File: src/rtl/alu_seq.sv
// alu_seq: handshaked ALU that latches a request, registers result/flags and holds them until accepted.
// Define ALU_SEQ_MULDIV_EN to build the iterative MUL/DIVU/REMU datapath (BUSY state).
module alu_seq #(
    parameter int unsigned WIDTH = 32,
    parameter int unsigned CNT_W = 6
) (
    input  logic             clk,
    input  logic             reset,
    input  logic             in_valid,
    output logic             in_ready,
    input  logic [3:0]       aluctl,
    input  logic [WIDTH-1:0] a,
    input  logic [WIDTH-1:0] b,
    output logic             out_valid,
    input  logic             out_ready,
    output logic [WIDTH-1:0] out,
    output logic             zero,
    output logic             overflow,
    output logic             div_zero
);

    localparam logic [3:0] OP_AND  = 4'd0;
    localparam logic [3:0] OP_OR   = 4'd1;
    localparam logic [3:0] OP_ADD  = 4'd2;
    localparam logic [3:0] OP_SUB  = 4'd6;
    localparam logic [3:0] OP_SLTU = 4'd7;
    localparam logic [3:0] OP_XOR  = 4'd12;
`ifdef ALU_SEQ_MULDIV_EN
    localparam logic [3:0] OP_MUL  = 4'd8;
    localparam logic [3:0] OP_DIVU = 4'd9;
    localparam logic [3:0] OP_REMU = 4'd10;
`endif

    if ((64'd1 << CNT_W) <= 64'(WIDTH)) begin : g_bad_cnt_w
        $error("alu_seq: CNT_W too narrow to count WIDTH iterations");
    end

    typedef enum logic [1:0] {
        S_IDLE = 2'd0,
        S_BUSY = 2'd1,
        S_DONE = 2'd2
    } state_t;

    state_t           state;
    state_t           state_n;
    logic [WIDTH-1:0] add_r;
    logic [WIDTH-1:0] sub_r;
    logic [WIDTH-1:0] sc_res;
    logic             sc_ovf;
    logic             sc_dz;
    logic             go_multi;
    logic             accept;
    logic             load_out;
    logic [WIDTH-1:0] fin_res;
    logic             fin_ovf;
    logic             fin_dz;

    assign add_r  = a + b;
    assign sub_r  = a - b;
    assign accept = (state == S_IDLE) && in_valid;

    // Single-cycle result, plus detection of ops that need the iterative datapath
    always_comb begin
        sc_res   = '0;
        sc_ovf   = 1'b0;
        sc_dz    = 1'b0;
        go_multi = 1'b0;
        case (aluctl)
            OP_AND:  sc_res = a & b;
            OP_OR:   sc_res = a | b;
            OP_ADD: begin
                sc_res = add_r;
                sc_ovf = (a[WIDTH-1] == b[WIDTH-1]) && (add_r[WIDTH-1] != a[WIDTH-1]);
            end
            OP_SUB: begin
                sc_res = sub_r;
                sc_ovf = (a[WIDTH-1] != b[WIDTH-1]) && (sub_r[WIDTH-1] != a[WIDTH-1]);
            end
            OP_SLTU: sc_res = WIDTH'(a < b);
            OP_XOR:  sc_res = a ^ b;
`ifdef ALU_SEQ_MULDIV_EN
            OP_MUL:  go_multi = 1'b1;
            OP_DIVU: begin
                if (b == '0) begin
                    sc_res = '1;
                    sc_dz  = 1'b1;
                end else begin
                    go_multi = 1'b1;
                end
            end
            OP_REMU: begin
                if (b == '0) begin
                    sc_res = a;
                    sc_dz  = 1'b1;
                end else begin
                    go_multi = 1'b1;
                end
            end
`endif
            default: sc_res = '0;
        endcase
    end

`ifdef ALU_SEQ_MULDIV_EN
    logic [3:0]       md_op;
    logic [WIDTH-1:0] md_opd;
    logic [WIDTH-1:0] md_acc;
    logic [WIDTH-1:0] md_mq;
    logic [CNT_W-1:0] cnt;
    logic [WIDTH-1:0] acc_n;
    logic [WIDTH-1:0] mq_n;
    logic [WIDTH:0]   mul_sum;
    logic [WIDTH:0]   div_sh;
    logic [WIDTH-1:0] div_sub;
    logic             div_ge;
    logic             last_iter;

    assign last_iter = (cnt == CNT_W'(WIDTH - 1));

    // One iteration: shift-add multiply or restoring divide (quotient bits enter md_mq LSB)
    always_comb begin
        mul_sum = {1'b0, md_acc} + (md_mq[0] ? {1'b0, md_opd} : {(WIDTH + 1){1'b0}});
        div_sh  = {md_acc, md_mq[WIDTH-1]};
        div_ge  = (div_sh >= {1'b0, md_opd});
        div_sub = div_sh[WIDTH-1:0] - md_opd;
        acc_n   = md_acc;
        mq_n    = md_mq;
        if (md_op == OP_MUL) begin
            acc_n = mul_sum[WIDTH:1];
            mq_n  = {mul_sum[0], md_mq[WIDTH-1:1]};
        end else begin
            acc_n = div_ge ? div_sub : div_sh[WIDTH-1:0];
            mq_n  = {md_mq[WIDTH-2:0], div_ge};
        end
    end

    // Operand latch and iteration state
    always_ff @(posedge clk or posedge reset) begin
        if (reset) begin
            md_op  <= '0;
            md_opd <= '0;
            md_acc <= '0;
            md_mq  <= '0;
            cnt    <= '0;
        end else if (accept && go_multi) begin
            md_op  <= aluctl;
            md_opd <= (aluctl == OP_MUL) ? a : b;
            md_mq  <= (aluctl == OP_MUL) ? b : a;
            md_acc <= '0;
            cnt    <= '0;
        end else if (state == S_BUSY) begin
            md_acc <= acc_n;
            md_mq  <= mq_n;
            cnt    <= cnt + CNT_W'(1);
        end
    end
`endif

    always_comb begin
        state_n = state;
        case (state)
            S_IDLE: begin
                if (in_valid) begin
                    state_n = go_multi ? S_BUSY : S_DONE;
                end
            end
`ifdef ALU_SEQ_MULDIV_EN
            S_BUSY: begin
                if (last_iter) begin
                    state_n = S_DONE;
                end
            end
`endif
            S_DONE: begin
                if (out_ready) begin
                    state_n = S_IDLE;
                end
            end
            default: state_n = S_IDLE;
        endcase
    end

    always_ff @(posedge clk or posedge reset) begin
        if (reset) begin
            state     <= S_IDLE;
            in_ready  <= 1'b1;
            out_valid <= 1'b0;
        end else begin
            state     <= state_n;
            in_ready  <= (state_n == S_IDLE);
            out_valid <= (state_n == S_DONE);
        end
    end

    // Select which result is captured, and when
    always_comb begin
        load_out = accept && !go_multi;
        fin_res  = sc_res;
        fin_ovf  = sc_ovf;
        fin_dz   = sc_dz;
`ifdef ALU_SEQ_MULDIV_EN
        if ((state == S_BUSY) && last_iter) begin
            load_out = 1'b1;
            fin_dz   = 1'b0;
            fin_ovf  = (md_op == OP_MUL) && (acc_n != '0);
            if (md_op == OP_MUL || md_op == OP_DIVU) begin
                fin_res = mq_n;
            end else begin
                fin_res = acc_n;
            end
        end
`endif
    end

    always_ff @(posedge clk or posedge reset) begin
        if (reset) begin
            out      <= '0;
            zero     <= 1'b0;
            overflow <= 1'b0;
            div_zero <= 1'b0;
        end else if (load_out) begin
            out      <= fin_res;
            zero     <= (fin_res == '0);
            overflow <= fin_ovf;
            div_zero <= fin_dz;
        end
    end

endmodule

File: config.mk
export PLATFORM = sky130hd
export DESIGN_NAME = alu_seq
export DESIGN_NICKNAME = d
export VERILOG_FILES = /design/src/rtl/alu_seq.sv
export SDC_FILE = /design/constraint.sdc
export NUM_CORES = 1
export LEC_CHECK = 0
export ABC_AREA = 1
export BUFFER_PORTS_ARGS = -buffer_cell sky130_fd_sc_hd__buf_2
export CAP_MARGIN = 30
export CORE_ASPECT_RATIO = 1.25
export CORE_MARGIN = 5
export CORE_UTILIZATION = 55
export DETAILED_ROUTE_END_ITERATION = 6
export PLACE_DENSITY = 0.87
export SYNTH_ARGS = -nofsm -noshare
export SYNTH_HDL_FRONTEND = slang
export SYNTH_SLANG_ARGS = --single-unit
File: constraint.sdc
create_clock -name clk -period 4.71 [get_ports clk]
set_input_delay 0.942 -clock clk [delete_from_list [all_inputs] [get_ports clk]]
set_output_delay 0.942 -clock clk [all_outputs]
set_load 0.01 [all_outputs]
After elaboration in Yosys (flattened, before gate mapping)

Index checks and enable logic that the tools add are counted.
Widths: inputs -> output; s select.

Reduce and logical (&&, ||, !) cells: 7
Bitwise logic cells: 3
Mux-type cells: 5
Order comparisons: 1
Add/sub/neg operators: 2
Equal/unequal tests: 11

Operator list:

| cell               | count |
|---|---|
| $pmux 32 s6        | 1 |
| $add 32x32->32     | 1 |
| $and 32x32->32     | 1 |
| $logic_not 32->1   | 1 |
| $lt 32x32->1       | 1 |
| $or 32x32->32      | 1 |
| $sub 32x32->32     | 1 |
| $xor 32x32->32     | 1 |
| $eq 4x3->1 const B | 2 |
| $eq 2x2->1 const B | 2 |
| $eq 4x1->1 const B | 1 |
| $eq 4x2->1 const B | 1 |
| $eq 4x4->1 const B | 1 |
| $logic_not 2->1    | 2 |
| $logic_not 4->1    | 1 |
| $mux 2             | 2 |
| $pmux 2 s2         | 1 |
| $logic_and 1x1->1  | 3 |
| $ne 1x1->1         | 3 |
| $pmux 1 s2         | 1 |
| $eq 1x1->1         | 1 |

Output and inout bits: 37
Word-level logic and storage cells: 35
Register bits after elaboration: 38

Depth between registers and ports, before layout

Gate-level depths: netlist of the first run.

Depth in word-level cells: 4
Gate-level depth with buffers: 22
Gate-level depth less buffers: 21

Least setup slack after synthesis of the first run

No wires, ideal clock.

Kind: input port to flip-flop
Start point: in a[0]
End point: reg zero
Arrival time: 2680 ps
Path slack: 1965 ps
Path buffers: 0
Setup time: 66 ps
Data required time: 4644 ps
Stages: 18
Cell sequence: inv_1 > ha_1 > fa_1 > inv_1 > nand2_1 > nand3_2 > nand2_1 > nand2_1 > nand3_1 > nand3_1 > nand2_1 > a21oi_1 > nand2_1 > nor2_1 > nand3_1 > nor2_1 > nand2_1 > nand2_1

Word-level cells in the longest chain between the ends: 3
Elaborated cells between the ends (all ways): 8
Those cells by class: 2 x add/sub; 1 x order compare; 1 x mux; 3 x bitwise; 1 x reduce/logical

RTL lines:

| element                                | line | RTL |
|---|---|---|
| start: declaration                     | 12   | `input logic [WIDTH-1:0] a,` |
| $sub 32x32->32 (tied with other cells) | 59   | `assign sub_r = a - b;` |
| $pmux 32 s6 (*)                        | 68   | `case (aluctl)` |
| $logic_not 32->1 (*)                   | 223  | `zero <= (fin_res == '0);` |
| end signal: assignment                 | 223  |  |
| end: declaration                       | 17   | `output logic zero,` |

Mark *: on every way between the ends. The rest lies on a longest branch, timed or not.
A chain may end at the register's enable or synchronous reset.

Worst setup path in the final report of the first run

Start point: in b[0]
End point: reg zero

Word-level cells in the longest chain between the ends: 3
Elaborated cells between the ends (all ways): 8
Those cells by class: 2 x add/sub; 1 x order compare; 1 x mux; 3 x bitwise; 1 x reduce/logical

RTL lines:

| element                                | line | RTL |
|---|---|---|
| start: declaration                     | 13   | `input logic [WIDTH-1:0] b,` |
| $sub 32x32->32 (tied with other cells) | 59   |  |
| $pmux 32 s6 (*)                        | 68   |  |
| $logic_not 32->1 (*)                   | 223  |  |

Marks and branches as above.

==> results of run 1 <==
[cells in the mapped netlist (3+ instances only)]
library cell  count  share of area
o21ai_1           5         0.0031
nand3_2           3         0.0037
nand3_1         132          0.082
nand2_1         524           0.24
nor2_1          130          0.061
nor3_1            8         0.0050
o21ai_0          40          0.025
inv_2            11         0.0051
a21oi_2           3         0.0033
clkbuf_1          7         0.0033
a21oi_1          70          0.043
o21bai_1          7         0.0065
nand4_1          14          0.011
inv_1           308           0.14
nand2_2           8         0.0062
dfrtp_1          37           0.11
o22ai_1          32          0.025
buf_4             4         0.0037
nor2_2            9         0.0070
a31oi_1           4         0.0031
buf_2            19          0.012
ha_1            101           0.16
[critical path, cell delays in order]
cell and delay [ns]:
buf_2 0.10, ha_1 0.30, inv_1 0.12, fa_1 0.44, o21ai_1 0.20, nand3_1 0.11, nand2_1 0.15, nand2_1 0.10
nand3_1 0.10, o211ai_1 0.11, nor2_1 0.21, nand2_1 0.08, nor2_1 0.23, nand3_1 0.11, nor2_1 0.11, nand2_1 0.07
nand2_1 0.08
[cell families after synthesis]
kind of cell               synth area share
AOI/OAI and AO/OA                     0.115
xor gates and xnor gates            0.00217
adders and majority gates             0.162
buffers and inverters                 0.171
DFF                                   0.118
other                              0.000465
and+or+nand+nor                       0.432
[sequential cells by signal, summed over array words and instances (netlist names)]
register and cells:
out 32, state 2, in_ready 1, out_valid 1
overflow 1, zero 1
[per-layer routing]
layer  vias to the layer above  track usage
met5                         -            0
met4                         0        0.216
met3                       124       0.0272
met2                       411        0.609
met1                      4240        0.377
li1                       4786            -
[worst paths after layout]
kind,start,end
worst min-delay path,out[4],out[4]
min in group asynchronous,reset,out[2]
max in group asynchronous,reset,in_ready
worst max register to register,state[0],zero
worst min register to register,out[4],out[4]
worst max-delay path,b[0],zero
[final cells by class]
type / count / area, µm² / share of cell area
multi-input combinational: 1113 / 5740 / 0.650
timing repair buffer: 113 / 581 / 0.0657
clock inverter: 2 / 10.0 / 0.00113
clock buffer: 6 / 129 / 0.0146
tap: 178 / 223 / 0.0252
inverter: 319 / 1200 / 0.136
sequential: 38 / 952 / 0.108
[power breakdown]
group | internal (mW) | leakage, nW | switching [mW]
sequential | 0.370 | 0.499 | 0.0247
combinational | 0.278 | 4.98 | 0.619
clock | 0.194 | 0.0706 | 0.126
==> results.md, run 1 <==
- # IOs: 109
- Hold depth: 2
- Syn_area_per_cell: 5.37 µm²
- Hold_ws: 0.476 ns
- Remaining DRCs: 3
- Most frequent cells in the layout: nand2_1, inv_1, nand3_1, nor2_1, buf_2
- Port Buffers: 107
- Pin count of the biggest net entering global routing: 45
- Clk buf depth: 2
- Final wirelength: 30.2 mm
- Post-Place Cells: 1,761
- Vias in the first global route: 9,166
- Static Leak: 5.55 nW
- Dpl hpwl: 25.2 mm
- Die area: 17,200 µm²
- Commonest non-fill, non-tap cell in the layout: nand2_1
- TritonCTS Buffers: 5
- Critical Path Fanout Max: 3
- Vias/cell: 5.40
- Unrepaired setup endpoints after global routing: no
- Setup violators final: 0
- Reg2Reg Setup Slack: 2.42 ns
- Final Net Count: 1,765
- Cts repair resizes: 0
- Max layer used: met4
- Post-synth EDFFs: 0
- Row count: 49
- Met3 routed WL: 1.75 mm
- Max transition margin: 0.461
- Synth Flop Type: dfrtp_1
- Violated checks: DRC
- Vias after detailed routing: 9,561
- Pre-antenna DRT Iters: 7
- Initial Utilization: 0.559
- Post-layout power: 1.61 mW
- Initial DRC count: 919
- Hold-fix buffers, CTS: 0
- Cell area power density: 183 nW/µm²
- Layout area overhead: 9.56%
- Avg WL per Cell: 17.1 µm
- First-pass GRT wire length: 46.8 mm
- Max Freq: 299 MHz
- Post-Synthesis Cell Area: 8060 µm²
- Post-route setup slack: 1.37 ns
- CP Data Required Time: 4.92 ns
- Sink Count: 38
- Detail Route Antenna Nets: 0
- WL met2: 14.9 mm
- Seq/Total Area, Yosys: 0.118
- Final period utilization: 0.709
- Setup crit end kind: flop
- CTS tree: built
- Count of cell types in the netlist: 40
- Slew Limit Fails: 0
- Horiz. Die Dim: 118 µm
- Max_cap viols: 0
- Worst-Margin Slew: 0.808 ns
- Crit path DAT: 3.55 ns
- Synthesized flop and latch total: 38
- H-tree Lvls: 2
- Startpoint types: input pin
- Worst Hold Class: reg -> reg
- Post-CTS Repair Setup Buffers: 0
- Worst clock skew: 0.00245 ns
- Outcome: complete, but fails checks
- Final GP Congestion: 1.01
- Maximum VDD drop: 301 µV
- Core ar.: 14,400 µm²
- Clock latency at the later pin of the worst-skew pair: 0.28 ns
- Async SR Flop Fraction: 1.00
- Worst-path clk slew: 0.05 ns
- GRT Total Usage: 0.338
- Post-route cell area: 8830 µm²
- Pre-CTS WS: 1.18 ns
- Syn Inst Count: 1,502
- Final Hold Viols: 0
- Non-Filler Instances: 1,769
- Initial antenna violation count: 0
- Final core area utilization: 0.613
- Share of cells above drive strength 1: 0.102
- R2R depth: 13
- Post-Place Cell Area: 8690 µm²
- Syn. warnings: 0
- Clk root buf: clkbuf_16
- Fillers: 1,523
- Ant diodes: 0
- Gr ovfl total: 0
- Setup TNS: 0 ns
- Min Tclk post-route: 3.34 ns
- Crit Path Class: in -> reg
- DRT met1 WL: 11.3 mm
- DIE HEIGHT: 145 µm
(Power assumes the default switching activity.)
==> run 2: changes to the inputs <==
ABC_AREA = 0   (was 1)
PLACE_DENSITY = 0.88   (was 0.87)
clock period = 3.3 ns   (was 4.71 ns; I/O delays follow)
==> run 2 against run 1 <==
- synthesized area is 14% lower
- the run now fails in global routing (5_1_grt)
- synthesized cell count is 37% lower
==> results.md, run 2 <==
- Post-synth EDFFs: 0
- Clk root buf: clkbuf_16
- Port Buffers: 107
- Clk buf depth: 2
- Yosys top cell area share: 0.183
- Horiz. Die Dim: 110 µm
- Count of cell types in the netlist: 86
- GRT Total Usage: 0.634
- Vias in the first global route: 12,200
- First-pass GRT wire length: 71.1 mm
- Dpl hpwl: 23.0 mm
- Area leader, netlist: ha_1
- H-tree Lvls: 2
- Sink Count: 38
- Syn Inst Count: 947
- Err: [ERROR GRT-0116] Global routing finished with congestion. Check the congestion regions in the DRC Viewer.
- Post-Place Cells: 1,440
- Synthesized flop and latch total: 38
- Synth Flop Type: dfrtp_1
- Initial Utilization: 0.566
- Pre-CTS WS: -1.13 ns
- DIE HEIGHT: 135 µm
- Async SR Flop Fraction: 1.00
- Pin count of the biggest net entering global routing: 56
- TritonCTS Buffers: 5
- Row count: 45
- Ranking of synthesized cells by area: ha_1, dfrtp_1, a21oi_1
- Hold-fix buffers, CTS: 0
- Commonest cells in the netlist: inv_1, ha_1, a21oi_1
- # IOs: 109
- Gr ovfl total: 4
- Seq/Total Area, Yosys: 0.138
- Outcome: did not finish
- Syn. warnings: 0
- Most frequent cell after synthesis: inv_1
- Halt Stage: global routing (5_1_grt)
- Syn_area_per_cell: 7.30 µm²
- Final GP Congestion: 1.11
- Post-Synthesis Cell Area: 6910 µm²
## run 2: what timing repair did
item | 4_1_cts
gates resized for setup | 118
endpoints found under the setup margin | 21
setup buffers | 32
pin swaps | 60
gates cloned | 0
hold endpoints to repair | 0
## run 2: logic make-up after synthesis
family,share of synthesized area
DFF,0.138
and+or+nand+nor,0.199
AOI/OAI and AO/OA,0.327
adders and majority gates,0.189
buffers and inverters,0.0929
xor gates and xnor gates,0.0114
muxes,0.0429
other,0.000543
## run 2: through the flow
stage | TNS, ns | utilization | area [µm²]
4_1_cts | -1.13 | 0.871 | 10600
3_5_place_dp | -11.63 | 0.796 | 9730
3_3_place_gp | -7.37 | 0.796 | 9730
2_1_floorplan | -0.736 | - | 7160
## run 2: metal layers
| metal | overflow | global-route usage |
|---|---|---|
| met4 | 3 | 0.616 |
| met3 | 0 | 0.485 |
| met5 | 0 | 0.200 |
| met1 | 0 | 0.627 |
| met2 | 1 | 0.799 |
==> run 3: changes to the inputs <==
CORE_ASPECT_RATIO = unset   (was 1.25)
CORE_UTILIZATION = 40   (was 55)
PLACE_DENSITY = unset   (was 0.88)
PLACE_DENSITY_LB_ADDON = 0.15   (was unset)
==> run 3 against run 2 <==
- the flow now finishes, with violations (setup timing)
- synthesized area did not move
- synthesized cell count did not move
==> results.md, run 3 <==
- Outcome: complete, but fails checks
- Violated checks: setup timing
- Yosys top cell area share: 0.183
- Dpl hpwl: 22.3 mm
- Setup crit end kind: flop
- Clock power frac: 0.174
- Pre-CTS WS: -1.14 ns
- Ranking of synthesized cells by area: ha_1, dfrtp_1, a21oi_1
- Crit Path Class: in -> reg
- Min Tclk post-route: 3.70 ns
- Stages on worst setup path: 16
- Initial DRC count: 619
- Most frequent cells in the layout: buf_4, buf_2, nor2_1, ha_1, a21oi_1
- Reg power frac: 0.194
- Vias in the first global route: 8,228
- Syn_area_per_cell: 7.30 µm²
- Syn. warnings: 0
- H-tree Lvls: 2
- Top reg by flops: out
- Static Leak: 5.53 nW
- Detail Route Antenna Nets: 0
- Commonest non-fill, non-tap cell in the layout: buf_4
- Post-Synthesis Cell Area: 6910 µm²
- Setup crit start: b[9]
- Sink Count: 38
- GRT Total Usage: 0.259
- Critical Path Fanout Max: 4
- Reg2Reg Setup Slack: 0.95 ns
- Maximum VDD drop: 205 µV
- Worst clock skew: 0.00267 ns
- Pin count of the biggest net entering global routing: 56
- Layout area overhead: 66.8%
- Synthesized flop and latch total: 38
- Vias/cell: 5.50
- Sum of buffers and inverters on the critical path: 3
- Final core area utilization: 0.673
- Most frequent cell after synthesis: inv_1
- Count of cell types in the netlist: 86
- DIE HEIGHT: 141 µm
- Crit path to: zero
- Reg-to-reg startpoint: state[1]
- Commonest cells in the netlist: inv_1, ha_1, a21oi_1
- Max transition margin: 0.396
- CTS tree: built
- Clock latency at the later pin of the worst-skew pair: 0.28 ns
- Die area: 20,000 µm²
- Gr ovfl total: 0
- Syn Inst Count: 947
- Non-Filler Instances: 1,586
- Worst path top cell family by delay: compound AO/OA/AOI/OAI gates
- Max Freq: 270 MHz
- Initial antenna violation count: 0
- Post-layout power: 3.16 mW
- Vias after detailed routing: 8,730
- Crit path DAT: 3.88 ns
- Crit-path slowest cell: or4_4
- Area leader, netlist: ha_1
- R2R depth: 10
- Net Sw Frac: 0.401
- Setup violators final: 6
- Initial Utilization: 0.404
- Avg WL per Cell: 17.5 µm
- Remaining DRCs: 0
- Startpoint types: input pin
- Max reg flops: 32
- # IOs: 109
- Largest stage delay, worst path: 0.49 ns
- P_sw: 1.27 mW
- Row count: 48
- First-pass GRT wire length: 42.5 mm
- Share of cells above drive strength 1: 0.474
- Ant diodes: 0
- Core ar.: 17,100 µm²
- Final wirelength: 27.8 mm
- Seq/Total Area, Yosys: 0.138
- Clk buf depth: 2
- Internal power: 1.89 mW
- Port Buffers: 107
- Final Hold Viols: 0
- Crit-path cells: buf_6, inv_4, ha_4, buf_6, nand3_4, o32ai_4, nor2_4, a2111oi_4, o22ai_2, o31a_1, o211ai_2, o211ai_1, nand2_1, a21boi_1, or4_4, o41ai_2
- Pre-antenna DRT Iters: 5
- Biggest regs: out: 32 flops, state: 2 flops
- Final GP Congestion: 0.997
- Post-route setup slack: -0.401 ns
- Post-Place Cells: 1,551
- Worst-Margin Slew: 0.905 ns
- Worst Hold Class: reg -> reg
- Max_cap viols: 0
- Post-Place Cell Area: 10,200 µm²
- Final Net Count: 1,535
- Horiz. Die Dim: 141 µm
- TritonCTS Buffers: 5
- Worst-path clk slew: 0.06 ns
- Post-synth EDFFs: 0
- Slew Limit Fails: 0
- Final period utilization: 1.12
- Synth Flop Type: dfrtp_1
- Combinational fraction of design power: 0.632
- CP Data Required Time: 3.48 ns
- Most used cell, CP: buf_6
- Unrepaired setup endpoints after global routing: yes
- Crit Reg-Reg Endpoint: zero
- Post-route cell area: 11,500 µm²
- Async SR Flop Fraction: 1.00
- Clk root buf: clkbuf_16
- Cell area power density: 274 nW/µm²
[run 3: cell counts after synthesis]
Identical to the previous run, type by type.
[run 3: cell type report]
class | instances | area, µm²
multi-input combinational | 749 | 6280
fill | 1507 | 5590
timing repair buffer | 462 | 3400
sequential | 38 | 952
inverter | 104 | 443
tap | 225 | 282
clock buffer | 5 | 125
clock inverter | 3 | 45.0
[run 3: worst min-delay path by stage]
stage | cells past startpoint | slack, ns | to | from
3_5_place_dp | 1 | 0.49 | out[1] | out[1]
4_1_cts | 1 | 0.50 | out[1] | out[1]
3_3_place_gp | 1 | 0.48 | out[1] | out[1]
2_1_floorplan | 1 | 0.47 | out_valid | state[0]
5_1_grt | 1 | 0.52 | out[1] | out[1]
6_report | 1 | 0.50 | out[1] | out[1]
[run 3: routing by layer]
layer  part of all wire  GRT usage  routed length [µm]
met3              0.052     0.0195                1450
met1               0.45      0.363               12600
met5                  0          0                   0
met4              0.014     0.0404                 381
met2               0.48      0.444               13400
[run 3: per-stage QoR]
step                      TNS (ns)  hold slack (ns)
final                        -1.33            0.497
after CTS                    -1.63            0.498
after global routing         -2.25            0.521
after global placement      -10.60            0.477
after floorplan             -0.736            0.466
after detailed placement    -11.34            0.486
[run 3: logic make-up after synthesis]
logic type | Yosys count | share of synthesized area
compound gates | 325 | 0.327
xor+xnor | 9 | 0.0114
fa+ha+maj | 103 | 0.189
buf+inv | 161 | 0.0929
flops | 38 | 0.138
mux | 28 | 0.0429
other cells | 1 | 0.000543
simple gates | 282 | 0.199
[run 3: power by group through the flow]
stage                     logic, mW  clock network, mW  registers [mW]
after global routing           2.15              0.579           0.622
final                          2.00              0.552           0.613
after detailed placement       1.71                  0           0.618
after CTS                      1.84              0.556           0.611
after global placement         1.70                  0           0.617
after floorplan               0.828                  0           0.644
[run 3: worst register-to-register path, delay by kind of cell, from the launching register on]
| family | cells | cell delay (ns) |
|---|---|---|
| and+or+nand+nor | 9 | 1.64 |
| DFF | 1 | 0.37 |
| AOI/OAI and AO/OA | 1 | 0.23 |
[run 3: what timing repair did]
action                     in CTS  in global routing
setup buffers                  17                 18
setup endpoints to repair      17                 17
gates cloned                    0                  0
gates resized for setup        96                112
pin swaps                      52                 47
hold buffers                    0                  0
==> run 4: changes to the inputs <==
ABC_AREA = 1   (was 0)
==> run 4 against run 3 <==
- the run now ends clean
- cell area down 18%
- highest routed layer unchanged
- combinational power shrank 32%
- critical endpoint unchanged
- sequential power decreased by 8.5%
- critical path type unchanged
==> results.md, run 4 (same netlist as run 1, synthesis figures left out) <==
- Outcome: finished clean
- Remaining DRCs: 0
- Internal power: 1.35 mW
- Layout area overhead: 16.6%
- Pin count of the biggest net entering global routing: 45
- Post-CTS Repair Setup Buffers: 0
- Dpl hpwl: 27.4 mm
- Final period utilization: 0.905
- Slew Limit Fails: 0
- Final GP Congestion: 1.05
- CP Data Required Time: 3.51 ns
- Horiz. Die Dim: 152 µm
- Clk buf depth: 2
- Post-route setup slack: 0.315 ns
- Maximum VDD drop: 191 µV
- Worst-Margin Slew: 0.657 ns
- Worst Hold Class: in -> async
- Commonest non-fill, non-tap cell in the layout: nand2_1
- Reg power frac: 0.228
- Ant diodes: 0
- Setup crit end kind: flop
- H-tree Lvls: 2
- Initial antenna violation count: 0
- Final Net Count: 1,820
- Row count: 52
- Hold-fix buffers, CTS: 0
- CTS tree: built
- P_sw: 1.11 mW
- Top reg by flops: out
- Max Freq: 335 MHz
- First-pass GRT wire length: 49.8 mm
- Fillers: 2,306
- Setup TNS: 0 ns
- Multi-input gate area: 5740 µm²
- GRT Total Usage: 0.266
- Worst-path clk slew: 0.06 ns
- Clk root buf: clkbuf_16
- Static Leak: 5.83 nW
- Initial Utilization: 0.402
- Crit path DAT: 3.20 ns
- DIE HEIGHT: 152 µm
- Sink Count: 38
- Pre-antenna DRT Iters: 6
- Clock power frac: 0.215
- Critical Path Fanout Max: 8
- Core ar.: 20,000 µm²
- GRT Max-Usage Layer: met2
- Met2 Usage GRT: 0.480
- Detail Route Antenna Nets: 0
- Combinational fraction of design power: 0.557
- Pre-CTS WS: 0.0980 ns
- FF/Latch Area: 952 µm²
- TritonCTS Buffers: 5
- Vias in the first global route: 9,353
- Final wirelength: 32.1 mm
- # IOs: 109
- Post-route cell area: 9400 µm²
- Max_cap viols: 0
- Clock latency at the later pin of the worst-skew pair: 0.27 ns
- Met1 usage: 0.334
- Max reg flops: 32
- Gr ovfl total: 0
- Worst clock skew: 0.00239 ns
- Avg WL per Cell: 16.7 µm
- Biggest regs: out: 32 flops, state: 2 flops
- Die area: 23,100 µm²
- Final Hold Viols: 0
- Cell area power density: 262 nW/µm²
- Crit Path Class: in -> reg
- Share of cells above drive strength 1: 0.131
- Initial DRC count: 737
- Unrepaired setup endpoints after global routing: no
- Port Buffers: 107
- Cts repair resizes: 0
- GR met3 Demand/Resource: 0.0239
- Hold_ws: 0.467 ns
- Setup violators final: 0
- Most frequent cells in the layout: nand2_1, inv_1, nand3_1, nor2_1, buf_2
- Max transition margin: 0.562
- Vias after detailed routing: 9,587
- Min Tclk post-route: 2.98 ns
- Vias/cell: 5.00
- Net Sw Frac: 0.453
- Startpoint types: input pin
- Post-Place Cell Area: 9230 µm²
run 4: cell types whose count changed in the layout (fill, tap and decap cells not counted), moves of 15 or more:
cell,before,now
o211ai_1,27,2
nand2_1,64,524
o22ai_1,8,32
inv_1,73,308
buf_4,334,60
nor2_1,79,129
nand3_1,30,132
ha_4,21,0
buf_6,28,0
mux2i_1,15,0
a21oi_2,22,3
ha_1,76,101
run 4: worst max-delay path: stages:
cell	delay (ns)
buf_2	0.10
inv_1	0.04
ha_1	0.53
nand2_1	0.18
nor2_1	0.15
inv_1	0.11
nor2_1	0.26
nand4_1	0.26
nand3_1	0.16
nand2_1	0.06
nand3_1	0.08
nand3_1	0.18
nor2_1	0.15
nand3_1	0.09
nor2_1	0.09
nand2_1	0.06
nand2_1	0.05
run 4: power groups by stage:
stage | logic (mW) | clock network, mW | registers, mW
after floorplan | 0.805 | 0 | 0.596
after global placement | 1.35 | 0 | 0.570
after detailed placement | 1.35 | 0 | 0.569
after CTS | 1.36 | 0.538 | 0.562
after global routing | 1.53 | 0.561 | 0.569
final | 1.37 | 0.530 | 0.561
run 4: layer usage:
| layer | up-vias | part of all wire |
|---|---|---|
| met1 | 4314 | 0.42 |
| met4 | 0 | 0.036 |
| met3 | 58 | 0.054 |
| li1 | 4890 | - |
| met5 | - | 0 |
| met2 | 325 | 0.49 |
run 4: final timing paths:
kind / start / endpoint / slack [ns] / depth (start not counted)
setup / recovery: a[18] / zero / 0.32 / 17
hold / removal: reset / out[4] / 0.47 / 2
setup reg to reg: state[0] / zero / 1.69 / 13
hold reg to reg: out[17] / out[17] / 0.47 / 2
max in group asynchronous: reset / in_ready / 2.05 / 3
min in group clk: out[17] / out[17] / 0.47 / 2
run 4: through the flow:
step	utilization	power, mW	std cells
global placement	0.461	1.92	1908
finish	0.469	2.46	1916
floorplan	-	1.40	1503
global route	0.469	2.66	1916
detailed placement	0.461	1.92	1908
CTS	0.469	2.46	1916
run 4: final cells by class:
class | instances | area share
repair buffers | 168 | 0.107
flip-flops and latches | 38 | 0.101
well taps | 270 | 0.0360
clock inverters | 1 | 0.00320
inverters | 319 | 0.127
clock buffers | 7 | 0.0141
multi-input cells | 1113 | 0.611
